<file path="src/rtl/guess_game_param.sv">
// guess_game_param: LFSR-seeded number guessing game with bitwise or higher/lower hints
module guess_game_param #(
  parameter int          WIDTH       = 6,
  parameter int          MAX_GUESSES = 3,
  parameter logic [15:0] SEED        = 16'hACE1,
  parameter int          HOLD_CYCLES = 8,
  localparam int         TW          = $clog2(MAX_GUESSES + 1)
) (
  input  logic             clk,
  input  logic             rst,
  input  logic             guess_valid,
  input  logic [WIDTH-1:0] guess,
  input  logic             mode,
  output logic [WIDTH-1:0] result,
  output logic             win,
  output logic             lose,
  output logic [TW-1:0]    tries_left
);
  localparam int          HW        = HOLD_CYCLES > 1 ? $clog2(HOLD_CYCLES) : 1;
  localparam logic [15:0] SEED_EFF  = SEED == 16'h0 ? 16'h0001 : SEED;
  localparam logic [HW-1:0] HOLD_LOAD = HW'(HOLD_CYCLES - 1);
  localparam logic [TW-1:0] TRIES_MAX = TW'(MAX_GUESSES);

  typedef enum logic [1:0] {NEW, PLAY, WIN, LOSE} state_t;

  state_t           state, state_d;
  logic [15:0]      lfsr;
  logic             gv_q;
  logic [WIDTH-1:0] secret;
  logic [HW-1:0]    hold_cnt, hold_d;
  logic [WIDTH-1:0] result_d, hint, cmp;
  logic [TW-1:0]    tries_d;
  logic             win_d, lose_d;
  logic             accept, hit, last, hold_done, lo, hi;

  assign accept    = guess_valid & ~gv_q;
  assign hit       = guess == secret;
  assign last      = tries_left == TW'(1);
  assign hold_done = hold_cnt == '0;
  assign lo        = guess < secret;
  assign hi        = guess > secret;
  assign hint      = mode ? cmp : ~(guess ^ secret);

  if (WIDTH == 1) begin : g_cmp1
    assign cmp = lo;
  end else begin : g_cmpn
    assign cmp = WIDTH'({hi, lo});
  end

  // Free-running Galois LFSR and guess strobe history; reset blocks a held strobe
  always_ff @(posedge clk) begin
    if (rst) begin
      lfsr <= SEED_EFF;
      gv_q <= 1'b1;
    end else begin
      lfsr <= {1'b0, lfsr[15:1]} ^ (lfsr[0] ? 16'hB400 : 16'h0000);
      gv_q <= guess_valid;
    end
  end

  // State register
  always_ff @(posedge clk) begin
    if (rst) state <= NEW;
    else     state <= state_d;
  end

  // Next-state: NEW lasts one cycle, PLAY resolves on accepted guesses, WIN/LOSE time out
  always_comb begin
    state_d = state;
    unique case (state)
      NEW:     state_d = PLAY;
      PLAY:    state_d = accept ? (hit ? WIN : (last ? LOSE : PLAY)) : PLAY;
      default: state_d = hold_done ? NEW : state;
    endcase
  end

  // Next output values; leaving WIN/LOSE clears the outcome so win/lose track the state exactly
  always_comb begin
    result_d = result;
    win_d    = win;
    lose_d   = lose;
    tries_d  = tries_left;
    hold_d   = hold_cnt;
    unique case (state)
      NEW: begin
        result_d = '0;
        win_d    = 1'b0;
        lose_d   = 1'b0;
        tries_d  = TRIES_MAX;
      end
      PLAY: begin
        if (accept) begin
          hold_d   = HOLD_LOAD;
          result_d = hit ? '1 : (last ? secret : hint);
          win_d    = hit;
          lose_d   = ~hit & last;
          tries_d  = hit ? tries_left : tries_left - TW'(1);
        end
      end
      default: begin
        hold_d   = hold_done ? '0 : hold_cnt - HW'(1);
        result_d = hold_done ? '0 : result;
        win_d    = hold_done ? 1'b0 : win;
        lose_d   = hold_done ? 1'b0 : lose;
        tries_d  = hold_done ? TRIES_MAX : tries_left;
      end
    endcase
  end

  // Registered outputs, hold counter and the secret captured from the pre-advance LFSR in NEW
  always_ff @(posedge clk) begin
    if (rst) begin
      result     <= '0;
      win        <= 1'b0;
      lose       <= 1'b0;
      tries_left <= '0;
      hold_cnt   <= '0;
      secret     <= '0;
    end else begin
      result     <= result_d;
      win        <= win_d;
      lose       <= lose_d;
      tries_left <= tries_d;
      hold_cnt   <= hold_d;
      if (state == NEW) secret <= lfsr[WIDTH-1:0];
    end
  end
endmodule

</file>
<file path="config.mk">
export PLATFORM = sky130hd
export DESIGN_NAME = guess_game_param
export DESIGN_NICKNAME = d
export VERILOG_FILES = /design/src/rtl/guess_game_param.sv
export SDC_FILE = /design/constraint.sdc
export NUM_CORES = 1
export LEC_CHECK = 0
export BUFFER_PORTS_ARGS = -buffer_cell sky130_fd_sc_hd__buf_2
export CORE_MARGIN = 2
export CORE_UTILIZATION = 60
export DETAILED_ROUTE_END_ITERATION = 10
export PLACE_DENSITY = 0.82
export SETUP_SLACK_MARGIN = 0.15
export SLEW_MARGIN = 20
export SYNTH_ARGS = -nofsm -noshare
export SYNTH_HDL_FRONTEND = slang
export SYNTH_SLANG_ARGS = --single-unit
</file>
<file path="constraint.sdc">
create_clock -name clk -period 2.7 [get_ports clk]
set_input_delay 0.405 -clock clk [delete_from_list [all_inputs] [get_ports clk]]
set_output_delay 0.405 -clock clk [all_outputs]
set_load 0.005 [all_outputs]
</file>
==> summary by stage, run 1 <==
Floorplan
The die height is 56.5 µm. The initial utilization of the core area, before any placement, comes to 61.5%. The floorplan row count is 19. The number of ports placed on the die boundary is 20.

From left edge to right edge, the die measures 56.5 µm. The core region is 0.00269 mm². The floorplan step defined a die boundary enclosing 0.00319 mm².

Worst setup path
The startpoint-to-endpoint class of the critical path is register to register. For this run, the slowest stage of the critical path takes 430 ps. The critical path's slowest cell is a2111oi_2. For the worst setup path, the data arrival time is 2090 ps. The critical path goes through or2_1 > inv_1 > ha_1 > nand2b_1 > o21ai_2 > a2111oi_2 > a221oi_2. Data on the critical path is required at its endpoint by 2920 ps. STA classifies the critical path startpoint as a register. STA classifies the critical path endpoint as a register. The largest fanout of any net on the critical path is 13.

Yosys
The area share of the largest cell type after synthesis is 46.1%. The number of synthesized register bits is 38. In the post-synthesis netlist, the biggest area contributors are dfxtp_1, ha_1, a21oi_1, nand2_1, o21ai_0. The yosys synthesis warning count is 0. The number of nets handed over by synthesis was 207.

The synthesized instance count is 188. The cell area that synthesis handed to floorplanning was 0.00165 mm². The post-synthesis area per instance is 8.79 µm². The number of synthesized flops with an enable pin is 0. After synthesis, flip-flops and latches occupy 46.1% of the total area. The most used flip-flop cell after synthesis is dfxtp_1. The cell type with the largest total area after synthesis is dfxtp_1.

The number of library cell types mapped by synthesis is 36. The share of async-settable or async-resettable flops after synthesis is 0%.

Pwr
For this design the static power due to leakage is 0.720 nW. Sequential cells account for 57.9% of the total power. The internal power component is 0.000768 W. The switching power total is 0.000276 W. The worst supply voltage drop on vdd is 0.000442 V. The power per unit of standard cell area is 576 mW/mm². The clock network accounts for 30.2% of the total power.

In this run switching power makes up 26.4% of total power. Of the total power, combinational logic draws 11.9%. The overall power after layout is 0.00104 W.

Placed design
The count of input and output buffers is 19. The detailed placement HPWL is 2210 µm. Timing analysis after detailed placement gives a worst setup slack of 826 ps. The weighted congestion reported at the end of routability-driven placement is 0.849.

Clock tree
Buffers added to address setup during post-CTS repair amount to 0. The H-tree depth is 2. CTS placed an instance of clkbuf_4 at the clock tree root. Clock latency on the worst-skew pair, taken at its later pin, is 350 ps. Clock-pin slew was measured on the worst setup and hold paths at 120 ps. The total number of clock tree sinks is 38. TritonCTS built the clock tree. Hold repair after CTS inserted 0 buffers. The maximum clock insertion buffer count is 2. The number of gates resized after CTS is 0. Counting the buffers created by CTS gives 5.

Global route
For met3 alone, demand over resource in global routing was 6.22%. The via count of the first global-routing pass came to 1264. The met1 demand-to-capacity share in global routing is 24.2%. For this run, the total global-route usage over all layers was measured as 21.5%. The met2 track demand over resource is 32.6%. The initial antenna violation count is 0. The most heavily used metal layer in global routing is met2. The total congestion overflow is 0. The pin count of the biggest net entering global routing is 33. The wire length of the first global-routing pass is 5240 µm.

Run status
The flow ran to the end, and the final reports show no timing, DRC or antenna violations.

Timing
The shortest period the worst path allows is 1860 ps. After routing, the total negative slack on setup checks comes to 0 ps. The number of max-slew violations in the final report came to 0. The slew at the pin closest to its max-slew limit is 513 ps. The post-layout worst setup margin is 837 ps. The worst path uses 69.0% of the clock period. The count of final hold-check violations is 0.

Static timing analysis puts the maximum clock frequency at 0.537 GHz. Setup repair after global routing left no endpoint under its margin. The setup violation total in the final timing report is 0. The headroom to the max-slew limit is 65.8%. Clock skew on the completed layout was measured at 11.3 ps.

Worst hold path
The worst hold path belongs to the class input pin to register.

Drt
The number of violations reported at the end of detailed-routing iteration 0 is 51. The number of iterations in the first detailed-routing pass is 4. The post-detailed-route wirelength per cell is 12.8 µm. The number of routed nets with antenna violations is 0.

The detail-routed via count per cell is 5.59. The post-route DRC violation count is 0. Summing over every cut layer, the via total after detailed routing is 1331.

Wires add up to 3060 µm.

Layout
The number of antenna diodes in the final layout is 0. The fraction of layout cells with a size suffix above 1 is 17.9%. Compared with the post-synthesis result, the final layout area differs by 9.70%.

The share of the core filled with cells is 67.4%. The net count reported at finish is 225.

Job
The number of violations of the max-capacitance limit is 0.
[final timing paths]
kind / from / cells after the start / endpoint / slack, ps
worst max-delay path: hold_cnt[0] / 7 / result[1] / 840
worst min-delay path: guess_valid / 2 / gv_q / 250
worst max register to register: hold_cnt[0] / 7 / result[1] / 840
worst min register to register: lfsr[12] / 1 / lfsr[11] / 420
[per-layer routing]
metal	part of all wire (%)	vias up
met5	0	-
met4	4.2	0
met3	7.4	17
met2	46	57
met1	42	585
li1	-	672
[registers in the layout, indices dropped and copies added, names as in the netlist]
| register | cells |
|---|---|
| lfsr | 16 |
| result | 6 |
| secret | 6 |
| hold_cnt | 3 |
| state | 2 |
| tries_left | 2 |
| gv_q | 1 |
| lose | 1 |
| win | 1 |
[worst max-delay path, delay by kind of cell (launching register included)]
family | cells | cell delay (ps)
AO/OA/AOI/OAI | 3 | 710
AND/OR/NAND/NOR | 2 | 410
flip-flops | 1 | 360
adder cells (fa/ha/maj) | 1 | 180
buffers and inverters | 1 | 70
[per-stage QoR]
stage / hold slack, ps / cells / instance area [µm²]
after floorplan: 386 / 188 / 1650
after global placement: 397 / 230 / 1750
after detailed placement: 393 / 230 / 1750
after CTS: 240 / 238 / 1810
after global routing: 261 / 238 / 1810
final: 253 / 238 / 1810
[area by class of cell]
class	count	area, µm²
clock buffers	6	51.3
clock inverters	2	12.5
fillers	213	875
inverters	14	52.6
multi-input cells	128	801
flip-flops and latches	38	761
well taps	31	38.8
repair buffers	19	95.1
[cell families (layout without fill, tap and decap cells)]
| group | count (synthesis) | after routing | share of synthesized area, % |
|---|---|---|---|
| simple gates | 61 | 61 | 19.9 |
| buf+inv | 22 | 41 | 5.45 |
| flops | 38 | 38 | 46.1 |
| fa+ha+maj | 9 | 9 | 6.82 |
| xor+xnor | 3 | 3 | 1.59 |
| compound gates | 55 | 55 | 20.2 |
[power by group through the flow]
stage	clock (W)	combinational, W	sequential, W
final	0.000315	0.000124	0.000605
after global routing	0.000341	0.000139	0.000609
after CTS	0.000325	0.000123	0.000605
after detailed placement	0	0.000123	0.000618
after global placement	0	0.000116	0.000617
after floorplan	0	0.0000944	0.000613
[layout by cell type, fill, tap and decap left out, types with 2 or more instances in the layout]
cell / n
a21oi_1: 20
a31o_1: 2
buf_2: 19
clkbuf_4: 5
dfxtp_1: 38
ha_1: 9
inv_1: 14
nand2_1: 24
nand2b_1: 6
nand4_1: 2
nor2_1: 3
nor2b_1: 11
o21ai_0: 14
o21ai_1: 6
o22ai_1: 2
o41ai_1: 2
or2_1: 5
or2_2: 3
xnor2_1: 3
[synthesized netlist by cell type (2+ instances only)]
cell      count
o22ai_1       2
nand2_1      24
nor2b_1      11
nor2_1        3
or2_2         3
o21ai_0      14
o41ai_1       2
inv_1        14
a31o_1        2
buf_4         2
dfxtp_1      38
nand4_1       2
a21oi_1      20
clkbuf_1      5
nand2b_1      6
ha_1          9
or2_1         5
xnor2_1       3
o21ai_1       6
Power figures use the tool's default switching activity.
==> run 2: changes to the inputs <==
CORE_UTILIZATION = 56   (was 60)
PLACE_DENSITY = 0.77   (was 0.82)
clock period = 1.8 ns   (was 2.7 ns; I/O delays follow)
==> summary by stage, run 2 (same netlist as run 1, synthesis figures left out) <==
Floorplan
The number of ports placed on the die boundary came to 20 (unchanged). The floorplan row count is 19 (unchanged). The die area is 0.00340 mm² (+6.6%). The starting density of the core is 59.4% (-2.1 points). The die height is 58.3 µm (+3.3%). The core box area is 0.00278 mm² (+3.5%).

The die extent in x is 58.3 µm (+3.3%).

Layout
The number of flip-flops in the largest register was 16 (unchanged). The area occupied by registers is 766 µm² (+0.66%). The library cells used most frequently in the layout, excluding fill and tap cells, are dfxtp_1, nand2_1, a21oi_1, buf_2. The largest registers in the layout are lfsr (16), result (6), secret (6). The multi-input logic area was 917 µm² (+15%). The layout overhead on the synthesized area is 24.6%. The net count reported at finish is 240 (+6.7%).

The number of fill cells is 209 (-1.9%). The most frequent standard cell in the layout excluding fill and tap cells is dfxtp_1. The number of cells in the finished layout apart from fillers is 253 (+6.3%).

The fraction of layout cells with a size suffix above 1 came to 29.3% (+11 points). Counting flops per register, the top entry is lfsr. The count of antenna diodes in the layout is 0 (unchanged).

Clock tree
The later-pin clock latency in the skew report is 340 ps (about the same). The root buffer cell is clkbuf_4. The clock slew at the register clock pins of the worst setup and hold paths is 100 ps (-20 ps). The CTS buffer count is 5 (unchanged).

The maximum clock insertion buffer count is 2 (unchanged). TritonCTS built the clock tree. The H-tree depth is 2 (unchanged). The total number of clock tree sinks was 38 (unchanged). The hold-fix buffer count after cts is 0 (unchanged).

Global route
The initial antenna violation count was 0 (unchanged). The via count of the first global-routing pass came to 1366 (+8.1%). The total global-route track usage is 22.5% (+1.0 points). The pin count of the biggest net entering global routing is 23 (-30%). The total congestion overflow was 0 (unchanged). The wire length of the first global-routing pass came to 5700 µm (+8.7%).

Worst setup path
Walking the worst path, the cells encountered are or2_1 > inv_1 > ha_2 > nand2b_4 > o21ai_4 > a2111oi_2 > a221oi_2. The required time of the critical path is 2020 ps (-900 ps). The largest fanout of any net on the critical path is 6 (-7). The worst setup path is of the register to register kind. The worst stage delay on the critical path is 340 ps (-90 ps). The signal arrival time at the worst endpoint is 1870 ps (-220 ps).

STA classifies the critical path startpoint as a register. The worst setup path is captured at a register. For this design, the slowest cell found on the critical path is dfxtp_2.

Timing
The headroom to the max-slew limit is 75.9% (+10 points). The fmax is 0.603 GHz (+12%). The count of final hold-check violations was 0 (unchanged). The slew at the pin closest to its max-slew limit is 360 ps (-153 ps). Setup repair after global routing could not meet its margin everywhere. The largest clock skew in the final design came to 5.77 ps (-5.51 ps).

The share of the clock period used by the worst path after layout came to 92.1% (+23 points). The final setup TNS came to 0 ps (unchanged). The shortest period the worst path allows is 1660 ps (-205 ps). The setup violation total in the final timing report is 0 (unchanged). The number of max-slew violations in the final report is 0 (unchanged).

Drt
The total met2 wirelength after detailed routing is 1810 µm (+29%). The highest layer used for signal routing is met4. The number of iterations in the first detailed-routing pass is 4 (unchanged). The post-detailed-route wirelength per cell is 14.1 µm (+9.4%).

The routed length on met3 came to 169 µm (-25%). The number of routed nets with antenna violations is 0 (unchanged). The final wirelength is 3560 µm (+16%). The post-route DRC violation count is 0 (unchanged). The detail-routed via count per cell is 5.52 (-1.3%). The detailed-route via count is 1396 (+4.9%). The wire length on met1 is 1510 µm (+16%). The number of violations reported at the end of detailed-routing iteration 0 is 35 (-31%).

Pwr
The worst supply voltage drop on vdd was 0.000776 V (+75%). The leakage power of the design is 0.823 nW (+14%). The power per unit of standard cell area came to 786 mW/mm² (+36%).

Placed design
The count of input and output buffers is 19 (unchanged). The number of cells after detailed placement is 238 (+3.5%). The weighted congestion reported at the end of routability-driven placement came to 0.888 (+4.6%). The detailed placement HPWL is 2450 µm (+10%).

Run status
The flow ran to the end, and the final reports show no timing, DRC or antenna violations.

Worst hold path
The min-delay analysis places its worst path in the category input pin to register.

Job
The number of violations of the max-capacitance limit is 0 (unchanged).
[run 2: per-layer routing]
| layer | track usage, % | vias to the layer above |
|---|---|---|
| met5 | 0 | - |
| met4 | 11.0 | 0 |
| met3 | 6.15 | 7 |
| met2 | 38.5 | 35 |
| met1 | 25.8 | 654 |
| li1 | - | 700 |
[run 2: path summary, 6_finish.rpt]
kind	start	endpoint	slack (ps)	cells past startpoint
max	hold_cnt[1]	result[1]	140	7
min	guess_valid	gv_q	150	2
min reg2reg	lfsr[6]	lfsr[5]	410	1
max reg2reg	hold_cnt[1]	result[1]	140	7
[run 2: layout make-up]
type,count,area share [%]
clock buffer,7,2.67
inverter,14,2.55
tap,31,1.88
clock inverter,1,0.243
multi-input combinational,128,44.6
timing repair buffer,34,10.9
sequential,38,37.2
[run 2: power by group]
part           internal, W  total [W]  switching (W)
logic             0.000127   0.000262       0.000135
clock network     0.000189   0.000450       0.000260
registers         0.000884   0.000906      0.0000220
total              0.00120    0.00162       0.000418
[run 2: critical path, delay by kind of cell, from the launching register on]
| family | cells | cell delay (ps) |
|---|---|---|
| simple gates | 2 | 390 |
| compound gates | 3 | 540 |
| fa+ha+maj | 1 | 190 |
| flops | 1 | 340 |
| buf+inv | 1 | 80 |
[run 2: metrics by stage]
stage	power [W]	utilization (%)	setup slack, ps	hold WS [ps]	area [µm²]
after floorplan	0.00106	-	235	370	1650
after detailed placement	0.00113	65.0	63.5	393	1810
after global routing	0.00170	74.0	77.5	144	2060
after CTS	0.00160	69.7	160	121	1940
final	0.00162	74.0	142	147	2060
after global placement	0.00111	65.0	138	389	1810
[run 2: repair_timing]
action / CTS / global route
setup buffers: 0 / 7
resized for setup: 9 / 11
setup endpoints to repair: 9 / 11
endpoints found under the hold margin: 0 / 0
pin swaps: 1 / 3
==> run 3: changes to the inputs <==
BUFFER_PORTS_ARGS = default   (was -buffer_cell sky130_fd_sc_hd__buf_2)
CORE_UTILIZATION = 61   (was 56)
DONT_BUFFER_PORTS = 1   (was default)
clock period = 1.79 ns   (was 1.8 ns; I/O delays follow)
==> summary by stage, run 3 (same netlist as run 1, synthesis figures left out) <==
Layout
The register with the most flip-flops in the final layout is lfsr. The most frequent standard cell in the layout excluding fill and tap cells is dfxtp_1. The number of flip-flops in the largest register is 16 (unchanged). The fraction of layout cells with a size suffix above 1 came to 24.1% (-5.2 points). The number of cells in the finished layout apart from fillers is 242 (-4.3%). The largest registers in the layout are lfsr (16), result (6), secret (6). The layout overhead on the synthesized area is 30.5%. The count of antenna diodes in the layout is 0 (unchanged). The net count reported at finish was 230 (-4.2%). In the layout the commonest cells are dfxtp_1, nand2_1, a21oi_1, inv_1, o21ai_0.

Placed design
The number of cells after detailed placement was 216 (-9.2%). The detailed placement HPWL is 2160 µm (-12%). The count of input and output buffers is 0 (-19). The placement-stage worst setup slack is 54.5 ps (-8.97 ps). The weighted congestion reported at the end of routability-driven placement came to 0.767 (-14%).

Worst setup path
The startpoint-to-endpoint class of the critical path is register to register. The worst stage delay on the critical path was 360 ps (+20 ps). The nature of the critical path endpoint is a register.

The worst setup path is launched from a register. The required time of the critical path is 2050 ps (+30 ps). The signal on the critical path passes through inv_1 > ha_4 > nand4_4 > o21ai_1 > o21ai_0 > a221oi_2. The combined buffer and inverter count along the critical path is 1 (unchanged). The signal arrival time at the worst endpoint is 1950 ps (+80 ps). The cell family contributing the most delay on the critical path is compound AO/OA/AOI/OAI gates. The largest fanout of any net on the critical path was 4 (-2). The critical path's slowest cell is dfxtp_2.

Global route
The via count of the first global-routing pass came to 1311 (-4.0%). The met3 usage in global routing came to 5.58% (-0.57 points). The wire length of the first global-routing pass is 6050 µm (+6.2%).

After global routing, the most crowded layer is met2. The total congestion overflow is 0 (unchanged). The pin count of the biggest net entering global routing is 33 (+43%). The initial antenna violation count is 0 (unchanged). The met2 track demand over resource is 42.2% (+3.7 points). The met1 demand-to-capacity share in global routing is 28.4% (+2.6 points). The total global-route track usage is 25.1% (+2.6 points).

Clock tree
The H-tree depth came to 2 (unchanged). The later-pin clock latency in the skew report is 360 ps (+20 ps). The maximum clock insertion buffer count is 2 (unchanged). The clock slew at the register clock pins of the worst setup and hold paths is 110 ps (about the same). The total number of clock tree sinks is 38 (unchanged). The CTS buffer count is 5 (unchanged). TritonCTS built the clock tree.

The root buffer cell is clkbuf_4.

Timing
The setup violation total in the final timing report came to 0 (unchanged). The share of the clock period used by the worst path after layout is 94.8% (+2.7 points). The number of max-slew violations in the final report is 0 (unchanged). Setup repair after global routing could not meet its margin everywhere. The final setup TNS is 0 ps (unchanged). The hold slack was -25.1 ps (-172 ps).

The fmax is 0.589 GHz (-2.3%). The count of final hold-check violations is 10 (+10). The largest clock skew in the final design is 12.0 ps (+6.22 ps). The slew at the pin closest to its max-slew limit is 383 ps (+23.7 ps). The post-layout worst setup margin was 93.5 ps (-48.4 ps).

The headroom to the max-slew limit is 74.4% (-1.6 points). The shortest period the worst path allows is 1700 ps (+38.4 ps).

Drt
The post-route DRC violation count is 0 (unchanged). The detailed-route via count is 1501 (+7.5%). The number of iterations in the first detailed-routing pass came to 4 (unchanged). The number of routed nets with antenna violations is 0 (unchanged).

The post-detailed-route wirelength per cell is 19.1 µm (+36%). The detail-routed via count per cell is 6.20 (+12%). The number of violations reported at the end of detailed-routing iteration 0 came to 86 (+150%). The final wirelength was 4620 µm (+30%).

Pwr
The overall power after layout is 0.00196 W (+21%). The switching power share of the total came to 23.3% (-2.5 points). The portion of total power attributed to the clock network is 38.9% (+11 points). The worst supply voltage drop on vdd came to 0.000801 V (+3.2%). The sequential fraction of design power is 46.7% (-9.3 points). The internal power component is 0.00150 W (+25%).

The leakage power of the design is 0.822 nW (about the same). The power per unit of standard cell area was 908 mW/mm² (+16%). The fraction of power consumed by combinational cells is 14.4% (-1.8 points). The switching power total is 0.000456 W (+9.0%).

Run status
The flow ran to the end, but the final reports show violations. The final reports fail on negative hold slack.

Floorplan
The die area was 0.00314 mm² (-7.6%). The die height is 56.0 µm (-3.9%). The floorplan row count is 18 (-1). The number of ports placed on the die boundary was 20 (unchanged). The die extent in x is 56.0 µm (-3.9%). The starting density of the core is 65.5% (+6.1 points). The core box area is 0.00252 mm² (-9.3%).

Worst hold path
The min-delay analysis places its worst path in the category input pin to register.

Job
The number of violations of the max-capacitance limit is 0 (unchanged).
[run 3: cell count changes in the layout (fill, tap and decap cells not counted), moves of 2 or more]
cell | previous run | this run
dfxtp_2 | 4 | 7
dfxtp_1 | 34 | 31
buf_4 | 13 | 9
bufinv_16 | 0 | 2
buf_2 | 19 | 0
dlygate4sd3_1 | 0 | 13
[run 3: layer usage]
layer / wire (µm) / up-vias
li1: - / 680
met4: 263 / 0
met1: 1820 / 725
met3: 253 / 28
met2: 2280 / 68
met5: 0 / -
[run 3: worst paths after layout]
check / slack, ps / cells past startpoint / start / end
min: -30 / 1 / rst / hold_cnt[1]
max: 90 / 6 / secret[4] / result[1]
min reg2reg: 420 / 1 / lfsr[6] / lfsr[5]
max reg2reg: 90 / 6 / secret[4] / result[1]
[run 3: what timing repair did]
item | in CTS | in global routing
hold endpoints to repair | 23 | 11
endpoints found under the setup margin | 10 | 13
hold buffers | 12 | 1
pin swaps | 1 | 5
resized for setup | 14 | 19
buffers inserted | 0 | 5
[run 3: per-stage QoR]
stage,hold WS (ps),utilization (%),cell area (µm²)
4_1_cts,-39.6,80.1,2020
3_5_place_dp,344,67.3,1700
6_report,-25.1,85.4,2150
3_3_place_gp,339,67.3,1700
5_1_grt,-29.9,85.4,2150
2_1_floorplan,368,-,1650
[run 3: final cells by class]
| type | instances | area (µm²) |
|---|---|---|
| Clock buffer | 6 | 51.3 |
| Multi-Input combinational cell | 128 | 963 |
| Clock inverter | 2 | 60.1 |
| Timing Repair Buffer | 24 | 220 |
| Fill cell | 129 | 368 |
| Sequential cell | 38 | 769 |
| Inverter | 14 | 52.6 |
| Tap cell | 30 | 37.5 |
[run 3: worst reg2reg max path, cell delays in order, from the launching register on]
cell and delay, ps:
dfxtp_2 360, inv_1 80, ha_4 290, nand4_4 140, o21ai_1 290, o21ai_0 160
a221oi_2 290
[run 3: power by group through the flow]
stage,Sequential (W),Clock (W),Combinational (W)
detailed placement,0.000931,0,0.000167
floorplan,0.000925,0,0.000142
global route,0.000919,0.000789,0.000301
CTS,0.000912,0.000769,0.000219
global placement,0.000929,0,0.000159
finish,0.000914,0.000761,0.000281
